**src/rtl/pulse_stretch_pkg.sv**
```systemverilog
// Shared types and helpers for the pulse stretcher: FSM state encoding and
// a max() used to size the phase counter.
package pulse_stretch_pkg;

  typedef enum logic [1:0] {
    StIdle = 2'd0,
    StHigh = 2'd1,
    StGap  = 2'd2
  } state_e;

  function automatic int unsigned max_u(input int unsigned a, input int unsigned b);
    return (a > b) ? a : b;
  endfunction

endpackage

```
**src/rtl/pulse_stretch_if.sv**
```systemverilog
// Strobe-in / stretched-pulse-out bundle. master drives strobes and ovf clears,
// slave (the stretcher) returns the pulse and queue status.
interface pulse_stretch_if #(
  parameter int unsigned PEND_W = 3
);
  logic              en;
  logic              clr_ovf;
  logic              out;
  logic              busy;
  logic [PEND_W-1:0] pending;
  logic              ovf;

  modport master (
    output en,
    output clr_ovf,
    input  out,
    input  busy,
    input  pending,
    input  ovf
  );

  modport slave (
    input  en,
    input  clr_ovf,
    output out,
    output busy,
    output pending,
    output ovf
  );
endinterface

```
**src/rtl/pulse_stretch_sat_counter.sv**
```systemverilog
// Up/down counter that saturates at zero and all-ones; simultaneous inc/dec holds.
// sat flags an increment that was refused because the counter is full.
module pulse_stretch_sat_counter #(
  parameter int unsigned W = 3
) (
  input  logic         clk,
  input  logic         rst,
  input  logic         inc,
  input  logic         dec,
  output logic [W-1:0] count,
  output logic         sat
);

  localparam logic [W-1:0] Max = '1;

  logic [W-1:0] count_q;

  always_ff @(posedge clk or negedge rst) begin
    if (!rst) begin
      count_q <= '0;
    end else if (inc && !dec && (count_q != Max)) begin
      count_q <= count_q + 1'b1;
    end else if (dec && !inc && (count_q != '0)) begin
      count_q <= count_q - 1'b1;
    end
  end

  assign count = count_q;
  assign sat   = inc && !dec && (count_q == Max);

endmodule

```
**src/rtl/pulse_stretch.sv**
```systemverilog
// Stretches single-cycle strobes into HIGH_CYCLES-wide pulses, each followed by a
// GAP_CYCLES low gap; strobes arriving mid-pulse are queued in a saturating counter.
module pulse_stretch
  import pulse_stretch_pkg::*;
#(
  parameter int unsigned HIGH_CYCLES = 8,
  parameter int unsigned GAP_CYCLES  = 4,
  parameter int unsigned PEND_W      = 3
) (
  input  logic            clk,
  input  logic            rst,
  pulse_stretch_if.slave  bus
);

  localparam int unsigned CntW = $clog2(max_u(HIGH_CYCLES, GAP_CYCLES) + 1);
  localparam logic [CntW-1:0] HighLoad = CntW'(HIGH_CYCLES - 1);
  localparam logic [CntW-1:0] GapLoad  = CntW'(GAP_CYCLES - 1);

  state_e            state_q;
  logic [CntW-1:0]   cnt_q;
  logic              out_q;
  logic              ovf_q;
  logic [PEND_W-1:0] pending;
  logic              pend_nz;
  logic              last_gap;
  logic              inc;
  logic              sat;

  assign pend_nz  = |pending;
  assign last_gap = (state_q == StGap) && (cnt_q == '0);
  // On the last gap cycle the dequeue is always requested; with an empty queue
  // plus a strobe the counter holds at zero and the strobe starts the next pulse.
  assign inc      = bus.en && (state_q != StIdle);

  pulse_stretch_sat_counter #(
    .W (PEND_W)
  ) u_pend (
    .clk   (clk),
    .rst   (rst),
    .inc   (inc),
    .dec   (last_gap),
    .count (pending),
    .sat   (sat)
  );

  always_ff @(posedge clk or negedge rst) begin
    if (!rst) begin
      state_q <= StIdle;
      cnt_q   <= '0;
      out_q   <= 1'b0;
      ovf_q   <= 1'b0;
    end else begin
      unique case (state_q)
        StIdle: begin
          if (bus.en) begin
            state_q <= StHigh;
            cnt_q   <= HighLoad;
            out_q   <= 1'b1;
          end
        end
        StHigh: begin
          if (cnt_q == '0) begin
            state_q <= StGap;
            cnt_q   <= GapLoad;
            out_q   <= 1'b0;
          end else begin
            cnt_q <= cnt_q - 1'b1;
          end
        end
        StGap: begin
          if (cnt_q == '0) begin
            if (pend_nz || bus.en) begin
              state_q <= StHigh;
              cnt_q   <= HighLoad;
              out_q   <= 1'b1;
            end else begin
              state_q <= StIdle;
              cnt_q   <= '0;
            end
          end else begin
            cnt_q <= cnt_q - 1'b1;
          end
        end
        default: begin
          state_q <= StIdle;
          cnt_q   <= '0;
          out_q   <= 1'b0;
        end
      endcase

      // A fresh overflow beats a same-cycle clear.
      if (sat) begin
        ovf_q <= 1'b1;
      end else if (bus.clr_ovf) begin
        ovf_q <= 1'b0;
      end
    end
  end

  assign bus.out     = out_q;
  assign bus.busy    = (state_q != StIdle) || pend_nz;
  assign bus.pending = pending;
  assign bus.ovf     = ovf_q;

endmodule
```
**src/flat_wrapper.sv**
```systemverilog
// flat-port wrapper written by rule: the top's interface ports become plain ports
module pulse_stretch_flat import pulse_stretch_pkg::*;
#(
  parameter int unsigned HIGH_CYCLES = 8,
  parameter int unsigned GAP_CYCLES  = 4,
  parameter int unsigned PEND_W      = 3
)
  (clk, rst, bus_en, bus_clr_ovf, bus_out, bus_busy, bus_pending, bus_ovf);
  pulse_stretch_if #(.PEND_W(PEND_W)) bus_i ();
  input  logic clk;
  input  logic rst;
  input wire logic [$bits(bus_i.en)-1:0] bus_en;
  input wire logic [$bits(bus_i.clr_ovf)-1:0] bus_clr_ovf;
  output wire logic [$bits(bus_i.out)-1:0] bus_out;
  output wire logic [$bits(bus_i.busy)-1:0] bus_busy;
  output wire logic [$bits(bus_i.pending)-1:0] bus_pending;
  output wire logic [$bits(bus_i.ovf)-1:0] bus_ovf;
  assign bus_i.en = bus_en;
  assign bus_i.clr_ovf = bus_clr_ovf;
  assign bus_out = bus_i.out;
  assign bus_busy = bus_i.busy;
  assign bus_pending = bus_i.pending;
  assign bus_ovf = bus_i.ovf;
  pulse_stretch #(.HIGH_CYCLES(HIGH_CYCLES), .GAP_CYCLES(GAP_CYCLES), .PEND_W(PEND_W)) u_core (.clk(clk), .rst(rst), .bus(bus_i));
endmodule
```
**config.mk**
```make
export PLATFORM = sky130hd
export DESIGN_NAME = pulse_stretch_flat
export DESIGN_NICKNAME = d
export VERILOG_FILES = /design/src/rtl/pulse_stretch_pkg.sv /design/src/rtl/pulse_stretch_if.sv /design/src/rtl/pulse_stretch_sat_counter.sv /design/src/rtl/pulse_stretch.sv /design/src/flat_wrapper.sv
export SDC_FILE = /design/constraint.sdc
export NUM_CORES = 1
export LEC_CHECK = 0
export ABC_AREA = 1
export ABC_CLOCK_PERIOD_IN_PS = 4700
export BUFFER_PORTS_ARGS = -buffer_cell sky130_fd_sc_hd__buf_2
export CAP_MARGIN = 0
export CORE_MARGIN = 5
export CORE_UTILIZATION = 40
export DETAILED_ROUTE_END_ITERATION = 16
export PLACE_DENSITY = 0.61
export SYNTH_ARGS = -nofsm -noshare
export SYNTH_HDL_FRONTEND = slang
export SYNTH_HIERARCHICAL = 1
export SYNTH_SLANG_ARGS = --single-unit
```
**constraint.sdc**
```tcl
create_clock -name clk -period 4.7 [get_ports clk]
set_input_delay 0.47 -clock clk [delete_from_list [all_inputs] [get_ports clk]]
set_output_delay 0.47 -clock clk [all_outputs]
set_load 0.05 [all_outputs]
```
==> flow_summary.ini, run 1 <==
[sta]
final_hold_viol_count = 0
setup_tns_ns = 0
fmax_ghz = 0.5045
post-route-period-util_pct = 42.18
maxSlewHeadroom_pct = 73.38
report.final.setup_viol = 0
finalClockSkew_ns = 0.003369
rsz0062_at_grt = false
post-route-min-period_ns = 1.982
worst_pin_slew_ns = 0.3963
slew_viol_final = 0

[critical_path]
crit_fanout = 10
crit_required_ns = 4.86
critPathArrivalTime_ns = 2.14
end_kind = flip-flop
cp-start-kind = flip-flop
criticalPathCategory = reg2reg

[routing]
vias = 649
via_per_inst = 4.669
drt-total-wl_mm = 1.431
wl_per_cell_um = 10.29
drc = 0
antenna_left = 0
drt_iter0_drc = 5
firstDrtPassIters = 4

[grt]
grt-ovfl-total = 0
grt_pass1_wl_mm = 2.628
antenna_found_initial = 0
first_global_vias = 648
grt_start_max_net_pins = 12
grt_usage_pct = 13.13

[floorplan]
dieArea_um2 = 2824
rows = 15
start_util_pct = 42.65
fp.dieH_um = 53.14
ioPinCount = 10
core_area_um2 = 1745
die_x_um = 53.14

[power]
p_seq_share_pct = 31.0
ir_worst_vdd_mv = 0.3239
p_per_area_nw_per_um2 = 741.6
pwr-share-clk_pct = 10.1
intPower_uw = 291.6
combPwrFrac_pct = 58.9
leakage_nw = 0.4561
switching_share_pct = 53.59
power.switching_uw = 336.6

[cells_and_area]
n_antenna_cell = 0
fin_area_um2 = 847.1
final_nets = 122
area_delta_synth_final_pct = 13.78
drive_gt1_share_pct = 23.68

[synth]
synth_area_per_cell_um2 = 7.371
synth_cell_type_count = 22
syn-num-nets = 108
ys_seq_elements = 11
seq_area_frac_synth_pct = 36.97
netlist_instances = 101
syn-cell-area_um2 = 744.5
yosysWarnings = 6

[clocking]
cts_max_level = 1
postCtsSetupBuffers = 0
cts_root_buf = clkbuf_4
clock_latency_ns = 0.26
cts.path.max_buffers = 2
cts_hold_buf = 0
clk_pin_slew_ns = 0.07
cts.sinks = 11
cts_tree = done
numCtsBuffers = 3
ctsResizeCount = 0

[placement]
dpl.hpwl_mm = 1.138
placed_area_um2 = 820.8
gp_congestion = 0.7377
io_buffers = 9

[job]
cap_violations = 0

[min_path]
worstHoldPathType = in2async

[status]
status = completed
==> metal layers <==
metal | up-vias | GRT usage [%] | wire length [µm]
li1 | 346 | - | -
met1 | 293 | 14.95 | 657
met2 | 8 | 21.90 | 716
met3 | 2 | 2.535 | 28
met4 | 0 | 8.936 | 28
met5 | - | 0 | 0
==> cell usage in the layout (no fill, tap or decap) <==
master	Yosys	final
a21oi_1	1	1
a31oi_1	2	2
buf_2	0	9
clkbuf_1	0	1
clkbuf_4	0	3
dfrtp_1	11	11
fa_1	1	1
ha_1	2	2
inv_1	12	12
inv_2	4	4
mux2_1	1	1
nand2_1	33	33
nand2_2	2	2
nand2_4	1	1
nand3_1	10	10
nand3_2	1	1
nand4_1	1	1
nor2_1	4	4
nor2_2	5	5
nor2_8	1	1
nor3_1	3	3
o21ai_1	3	3
o21ai_2	1	1
o21bai_1	1	1
xor2_1	1	1
==> sequential cells by signal, indices dropped and copies added, names as in the netlist <==
name,flops
u_core/cnt_q,4
u_core/bus.ovf,1
u_core/state_q,2
u_core/bus.out,1
u_core/u_pend/count,3
==> final cells by class <==
type	count	area (µm²)
flip-flops and latches	11	275.3
well taps	25	31.28
inverters	16	60.06
fillers	196	898.4
clock buffers	4	26.28
repair buffers	9	45.04
multi-input cells	74	409.1
==> Yosys cell counts <==
| cell type | n | area share (%) |
|---|---|---|
| ha_1 | 2 | 3.4 |
| mux2_1 | 1 | 1.5 |
| nand2_4 | 1 | 1.5 |
| a21oi_1 | 1 | 0.67 |
| dfrtp_1 | 11 | 37 |
| nand2_1 | 33 | 17 |
| o21ai_2 | 1 | 1.2 |
| nand2_2 | 2 | 1.7 |
| nand3_2 | 1 | 1.3 |
| o21bai_1 | 1 | 1.0 |
| a31oi_1 | 2 | 1.7 |
| nor3_1 | 3 | 2.0 |
| xor2_1 | 1 | 1.2 |
| nand3_1 | 10 | 6.7 |
| fa_1 | 1 | 2.7 |
| inv_1 | 12 | 6.0 |
| o21ai_1 | 3 | 2.0 |
| nor2_8 | 1 | 2.7 |
| nor2_2 | 5 | 4.2 |
| nor2_1 | 4 | 2.0 |
| nand4_1 | 1 | 0.84 |
| inv_2 | 4 | 2.0 |
==> path summary, 6_finish.rpt <==
kind | endpoint | slack [ns] | start | cells after the start
min | u_core/bus.ovf | 0.06 | rst | 1
max | u_core/u_pend/count[1] | 2.72 | u_core/cnt_q[0] | 9
min in group clk | u_core/bus.ovf | 0.38 | bus_clr_ovf | 2
max reg2reg | u_core/u_pend/count[1] | 2.72 | u_core/cnt_q[0] | 9
max in group asynchronous | u_core/bus.out | 4.43 | rst | 1
min reg2reg | u_core/bus.out | 0.48 | u_core/bus.out | 2
==> worst max-delay path, stage by stage (launching register included) <==
cell and delay (ns):
dfrtp_1 0.39, inv_1 0.10, ha_1 0.20, nand2_4 0.10, nor3_1 0.33, nor2_2 0.10
nand2_2 0.12, fa_1 0.42, nand2_1 0.07, nand2_1 0.04
==> logic make-up after synthesis <==
logic type,count (synthesis),synth area share [%]
adder cells (fa/ha/maj),3,6.050
XOR/XNOR,1,1.177
AO/OA/AOI/OAI,8,6.554
multiplexers,1,1.512
buffers and inverters,16,8.066
AND/OR/NAND/NOR,61,39.66
flip-flops,11,36.97
==> through the flow <==
stage	total power, mW	hold slack (ns)	util, %	instances	setup slack, ns
floorplan	0.4938	0.1744	-	101	2.869
global placement	0.5627	0.3551	47.03	135	2.757
detailed placement	0.5716	0.3578	47.03	135	2.721
CTS	0.6407	0.06107	48.53	139	2.700
global route	0.7036	0.06987	48.53	139	2.483
finish	0.6282	0.06467	48.53	139	2.718
==> power groups by stage <==
stage	Sequential [mW]	Combinational [mW]	Clock (mW)
after floorplan	0.250	0.244	0
after global placement	0.195	0.368	0
after detailed placement	0.197	0.375	0
after CTS	0.196	0.376	0.0687
after global routing	0.203	0.427	0.0732
final	0.195	0.370	0.0637
Power figures use the tool's default switching activity.
==> inputs of run 2 (changes only) <==
--- a/config.mk
+++ b/config.mk
@@ -6,7 +6,7 @@
 export NUM_CORES = 1
 export LEC_CHECK = 0
 export ABC_AREA = 1
-export ABC_CLOCK_PERIOD_IN_PS = 4700
+export ABC_CLOCK_PERIOD_IN_PS = 2000
 export BUFFER_PORTS_ARGS = -buffer_cell sky130_fd_sc_hd__buf_2
 export CAP_MARGIN = 0
 export CORE_MARGIN = 5
==> constraint.sdc (replaced) <==
create_clock -name clk -period 2 [get_ports clk]
set_input_delay 0.2 -clock clk [delete_from_list [all_inputs] [get_ports clk]]
set_output_delay 0.2 -clock clk [all_outputs]
set_load 0.05 [all_outputs]
==> flow_summary.ini, run 2 (synthesis results as in run 1) <==
[routing]
drt_iter0_drc = 12
antenna_left = 0
vias = 678
via_per_inst = 4.775
drt-total-wl_mm = 1.527
wl_per_cell_um = 10.75
drc = 0
firstDrtPassIters = 4

[placement]
dp_cells = 137
dpl.hpwl_mm = 1.197
placed_area_um2 = 835.8
place_ws_ns = 0.1256
io_buffers = 9
gp_congestion = 0.8308

[sta]
slew_viol_final = 0
report.final.setup_viol = 0
post-route-min-period_ns = 1.823
rsz0062_at_grt = false
maxSlewHeadroom_pct = 80.21
worst_pin_slew_ns = 0.2968
fmax_ghz = 0.5487
final_hold_viol_count = 0
fin_ws_ns = 0.1774
setup_tns_ns = 0
finalClockSkew_ns = 0.004919
post-route-period-util_pct = 91.13
fin_hold_ws_ns = 0.09485

[floorplan]
ioPinCount = 10
die_x_um = 53.14
core_area_um2 = 1745
dieArea_um2 = 2824
fp.dieH_um = 53.14
start_util_pct = 42.65
rows = 15

[cells_and_area]
layout_commonest_cell = nand2_1
drive_gt1_share_pct = 25.64
final_cell_mix = nand2_1 (33), inv_1 (12), dfrtp_1 (11)
largest_reg_flops = 4
instances_no_fill = 142
area_delta_synth_final_pct = 17.82
n_antenna_cell = 0
final_nets = 125
regMostFlops = u_core/cnt_q
fin_area_um2 = 877.1
final_core_util_pct = 50.25
fill_cells = 186

[critical_path]
crit_required_ns = 2.17
cp-start-kind = flip-flop
criticalPathCategory = reg2reg
end_kind = flip-flop
crit_fanout = 4
critPathArrivalTime_ns = 1.99

[clocking]
cts_tree = done
postCtsSetupBuffers = 0
clk_pin_slew_ns = 0.07
cts.path.max_buffers = 2
cts_root_buf = clkbuf_4
cts_max_level = 1
numCtsBuffers = 3
cts.sinks = 11
clock_latency_ns = 0.27

[grt]
first_global_vias = 650
grt-ovfl-total = 0
antenna_found_initial = 0
grt_pass1_wl_mm = 2.684
grt_usage_pct = 13.69
grt_start_max_net_pins = 12

[status]
status = completed

[power]
power_mw = 1.504
ir_worst_vdd_mv = 0.7835
leakage_nw = 0.4701
p_per_area_nw_per_um2 = 1715

[job]
cap_violations = 0

[min_path]
worstHoldPathType = in2reg
==> run 2: cell count changes in the layout (fill, tap and decap cells not counted) <==
cell / before / now
nor3_2: 0 / 1
buf_4: 0 / 2
nor3_1: 3 / 2
dlygate4sd3_1: 0 / 1
==> run 2: cell type report <==
cell class	instances	area (µm²)	share of cell area, %
clock buffer	4	26.28	2.996
inverter	16	60.06	6.847
multi-input combinational	74	414.1	47.22
sequential	11	275.3	31.38
tap	25	31.28	3.566
timing repair buffer	12	70.07	7.989
==> run 2: metal layers <==
layer / share of wire [%] / GRT usage (%) / vias up
met5: 0 / 0 / -
met4: 2.5 / 8.936 / 0
met3: 2.7 / 3.099 / 4
met2: 54 / 24.38 / 10
met1: 41 / 14.16 / 314
li1: - / - / 350
==> run 2: path summary, 6_finish.rpt <==
kind	start	to	slack [ns]	depth (start not counted)
max in group asynchronous	rst	u_core/bus.out	1.44	2
min in group asynchronous	rst	u_core/u_pend/count[2]	0.35	2
setup / recovery	u_core/cnt_q[0]	u_core/u_pend/count[2]	0.18	11
hold reg to reg	u_core/bus.out	u_core/bus.out	0.47	2
setup reg to reg	u_core/cnt_q[0]	u_core/u_pend/count[2]	0.18	11
hold / removal	bus_clr_ovf	u_core/bus.ovf	0.09	2
==> run 2: power by group <==
group	total, mW	switching, mW	internal [mW]	leakage [nW]
Sequential	0.459	0.136	0.324	0.135
Clock	0.154	0.0770	0.0773	0.0150
Combinational	0.891	0.600	0.290	0.320
Total	1.50	0.813	0.691	0.470
==> run 2: repair_timing <==
item / 4_1_cts / 5_1_grt
hold buffers: 1 / 0
endpoints found under the hold margin: 11 / 0
gates resized for setup: 0 / 1
setup endpoints to repair: 0 / 2
==> run 2: critical path, stage by stage (launching register included) <==
cell and delay (ns):
dfrtp_1 0.36, inv_1 0.08, ha_1 0.23, nand2_4 0.08, nor3_2 0.05, nor2_2 0.14
nand2_2 0.10, fa_1 0.39, inv_1 0.07, nand3_1 0.09, nand3_1 0.08, nand2_1 0.05
==> inputs of run 3 (changes only) <==
--- a/config.mk
+++ b/config.mk
@@ -5,7 +5,6 @@
 export SDC_FILE = /design/constraint.sdc
 export NUM_CORES = 1
 export LEC_CHECK = 0
-export ABC_AREA = 1
 export ABC_CLOCK_PERIOD_IN_PS = 2000
 export BUFFER_PORTS_ARGS = -buffer_cell sky130_fd_sc_hd__buf_2
 export CAP_MARGIN = 0
==> flow_summary.ini, run 3 <==
[critical_path]
crit_fanout = 2
criticalPathCategory = reg2reg
cpMaxStageDelayCell = fa_2
end_kind = flip-flop
r2r_setup_slack_ns = -0.43
crit_required_ns = 2.16
cp-start-kind = flip-flop
max_stage_delay_ns = 0.42
crit_chain = inv_2, ha_4, or3b_4, nor2_4, nor2b_2, nand2_2, fa_2, or3b_1, o22ai_1, a211oi_1
critPathArrivalTime_ns = 2.58

[clocking]
cts_max_level = 1
cts_tree = done
clk_pin_slew_ns = 0.08
cts.path.max_buffers = 2
numCtsBuffers = 3
cts.sinks = 11
cts_root_buf = clkbuf_4
clock_latency_ns = 0.27

[floorplan]
rows = 16
fp.dieH_um = 54.92
start_util_pct = 41.56
dieArea_um2 = 3016
ioPinCount = 10
die_x_um = 54.92
core_area_um2 = 1942

[synth]
yosysWarnings = 6
syn-cell-area_um2 = 807.0
synth_ff_type = dfrtp_1
syn-num-nets = 93
synth_area_per_cell_um2 = 9.384
synth_cell_type_count = 41
netlist_instances = 86
synth_common_cells = dfrtp_1 (11), nor2b_1 (6), a21oi_1 (5), o22ai_1 (5)
synth_edf_count = 0
synth_top_cell_area_share_pct = 34.11
yosysMostFrequentCell = dfrtp_1
synth-async-reset-ratio_pct = 100.0
synth_top_cell_by_area = dfrtp_1
synth_area_leaders = dfrtp_1 (34%), nor2b_1 (4.7%), o22ai_1 (3.9%), a21oi_1 (3.1%), ha_1 (3.1%)
seq_area_frac_synth_pct = 34.11
ys_seq_elements = 11

[sta]
slew_viol_final = 0
setup_tns_ns = -0.4888
final_hold_viol_count = 0
worst_pin_slew_ns = 0.2700
fmax_ghz = 0.4124
post-route-period-util_pct = 121.3
finalClockSkew_ns = 0.003764
fin_ws_ns = -0.4250
maxSlewHeadroom_pct = 81.83
rsz0062_at_grt = true
post-route-min-period_ns = 2.425
report.final.setup_viol = 2
fin_hold_ws_ns = 0.1944

[power]
p_seq_share_pct = 20.3
intPower_mw = 1.068
switching_share_pct = 44.87
p_per_area_nw_per_um2 = 1690
ir_worst_vdd_mv = 1.019
leakage_nw = 0.4982
combPwrFrac_pct = 71.6
pwr-share-clk_pct = 8.2
power.switching_uw = 869.3

[job]
cap_violations = 0

[status]
violations = setup timing
status = finished, violations left

[cells_and_area]
layout_commonest_cell = buf_4
area_delta_synth_final_pct = 42.02
final_nets = 132
fill_cells = 192
drive_gt1_share_pct = 42.74
final_cell_mix = buf_4 (27), dfrtp_1 (11), buf_2 (9)
n_antenna_cell = 0
regMostFlops = u_core/cnt_q
instances_no_fill = 151
largest_reg_flops = 4

[routing]
drt_iter0_drc = 16
vias = 827
antenna_left = 0
drt-total-wl_mm = 2.071
firstDrtPassIters = 5
drc = 0
wl_per_cell_um = 13.72
via_per_inst = 5.477

[grt]
grt_usage_pct = 16.50
grt_pass1_wl_mm = 3.594
antenna_found_initial = 0
first_global_vias = 844
grt-ovfl-total = 0
grt_start_max_net_pins = 12

[placement]
dpl.hpwl_mm = 1.517
dp_cells = 141
io_buffers = 9
gp_congestion = 0.8342

[min_path]
worstHoldPathType = in2reg
run 3: changes by cell type after synthesis, moves of 3 or more:
| cell | before | now |
|---|---|---|
| nor3b_1 | 0 | 3 |
| o21ai_1 | 3 | 0 |
| nor2b_1 | 0 | 6 |
| inv_1 | 12 | 4 |
| a21oi_1 | 1 | 5 |
| nand2_1 | 33 | 4 |
| nor2_2 | 5 | 0 |
| o22ai_1 | 0 | 5 |
| nand3_1 | 10 | 1 |
| inv_2 | 4 | 0 |
run 3: worst paths after layout:
path	start	cells after the start	end
min reg2reg	u_core/bus.ovf	1	u_core/bus.ovf
max in group asynchronous	rst	2	u_core/u_pend/count[0]
max reg2reg	u_core/cnt_q[0]	10	u_core/u_pend/count[1]
min in group asynchronous	rst	2	u_core/cnt_q[0]
min	bus_clr_ovf	3	u_core/bus.ovf
max	u_core/cnt_q[0]	10	u_core/u_pend/count[1]
run 3: logic make-up (layout without fill, tap and decap cells):
kind of cell / after synthesis / after routing / share of synthesized area [%]
XOR/XNOR: 2 / 2 / 2.171
buffers and inverters: 7 / 45 / 3.255
AND/OR/NAND/NOR: 34 / 34 / 27.91
multiplexers: 2 / 2 / 2.481
adder cells (fa/ha/maj): 3 / 3 / 5.581
flip-flops: 11 / 11 / 34.11
AO/OA/AOI/OAI: 27 / 27 / 24.50
run 3: stage by stage:
| step | utilization, % | setup slack, ns | power, mW | instance area [µm²] |
|---|---|---|---|---|
| after floorplan | - | -0.4865 | 1.223 | 819.5 |
| after global placement | 54.06 | -0.3562 | 1.646 | 1050 |
| after detailed placement | 54.06 | -0.4329 | 1.681 | 1050 |
| after CTS | 58.51 | -0.4272 | 1.926 | 1136 |
| after global routing | 59.02 | -0.5044 | 2.110 | 1146 |
| final | 59.02 | -0.4250 | 1.937 | 1146 |
run 3: repair_timing:
| item | in CTS | in global routing |
|---|---|---|
| hold buffers | 1 | 0 |
| setup endpoints to repair | 2 | 3 |
| resized for setup | 7 | 1 |
| endpoints found under the hold margin | 11 | 0 |
| pin swaps | 4 | 5 |
| buffers inserted | 4 | 3 |
run 3: layout make-up:
| class | count | area, µm² | area share, % |
|---|---|---|---|
| tap | 27 | 33.78 | 2.948 |
| clock buffer | 4 | 26.28 | 2.293 |
| inverter | 4 | 15.01 | 1.310 |
| multi-input combinational | 68 | 538.0 | 46.94 |
| timing repair buffer | 37 | 257.7 | 22.49 |
| sequential | 11 | 275.3 | 24.02 |
run 3: power by group through the flow:
stage,sequential [mW],clock [mW],combinational [mW]
3_3_place_gp,0.391,0,1.25
2_1_floorplan,0.595,0,0.629
4_1_cts,0.393,0.163,1.37
5_1_grt,0.407,0.175,1.53
6_report,0.392,0.158,1.39
3_5_place_dp,0.392,0,1.29
run 3: critical path: cells and delay by family (launching register included):
kind,cells,cell delay (ns)
AOI/OAI and AO/OA,2,0.25
adders and majority gates,2,0.55
and+or+nand+nor,5,1.04
DFF,1,0.39
buffers and inverters,1,0.08
run 3: metal layers:
layer  track usage (%)  routed length (µm)  vias to the layer above
met1             19.50                 934                      400
met3             4.021                  63                        4
met2             29.13                1044                       16
met5                 0                   0                        -
li1                  -                   -                      407
met4             5.263                  27                        0
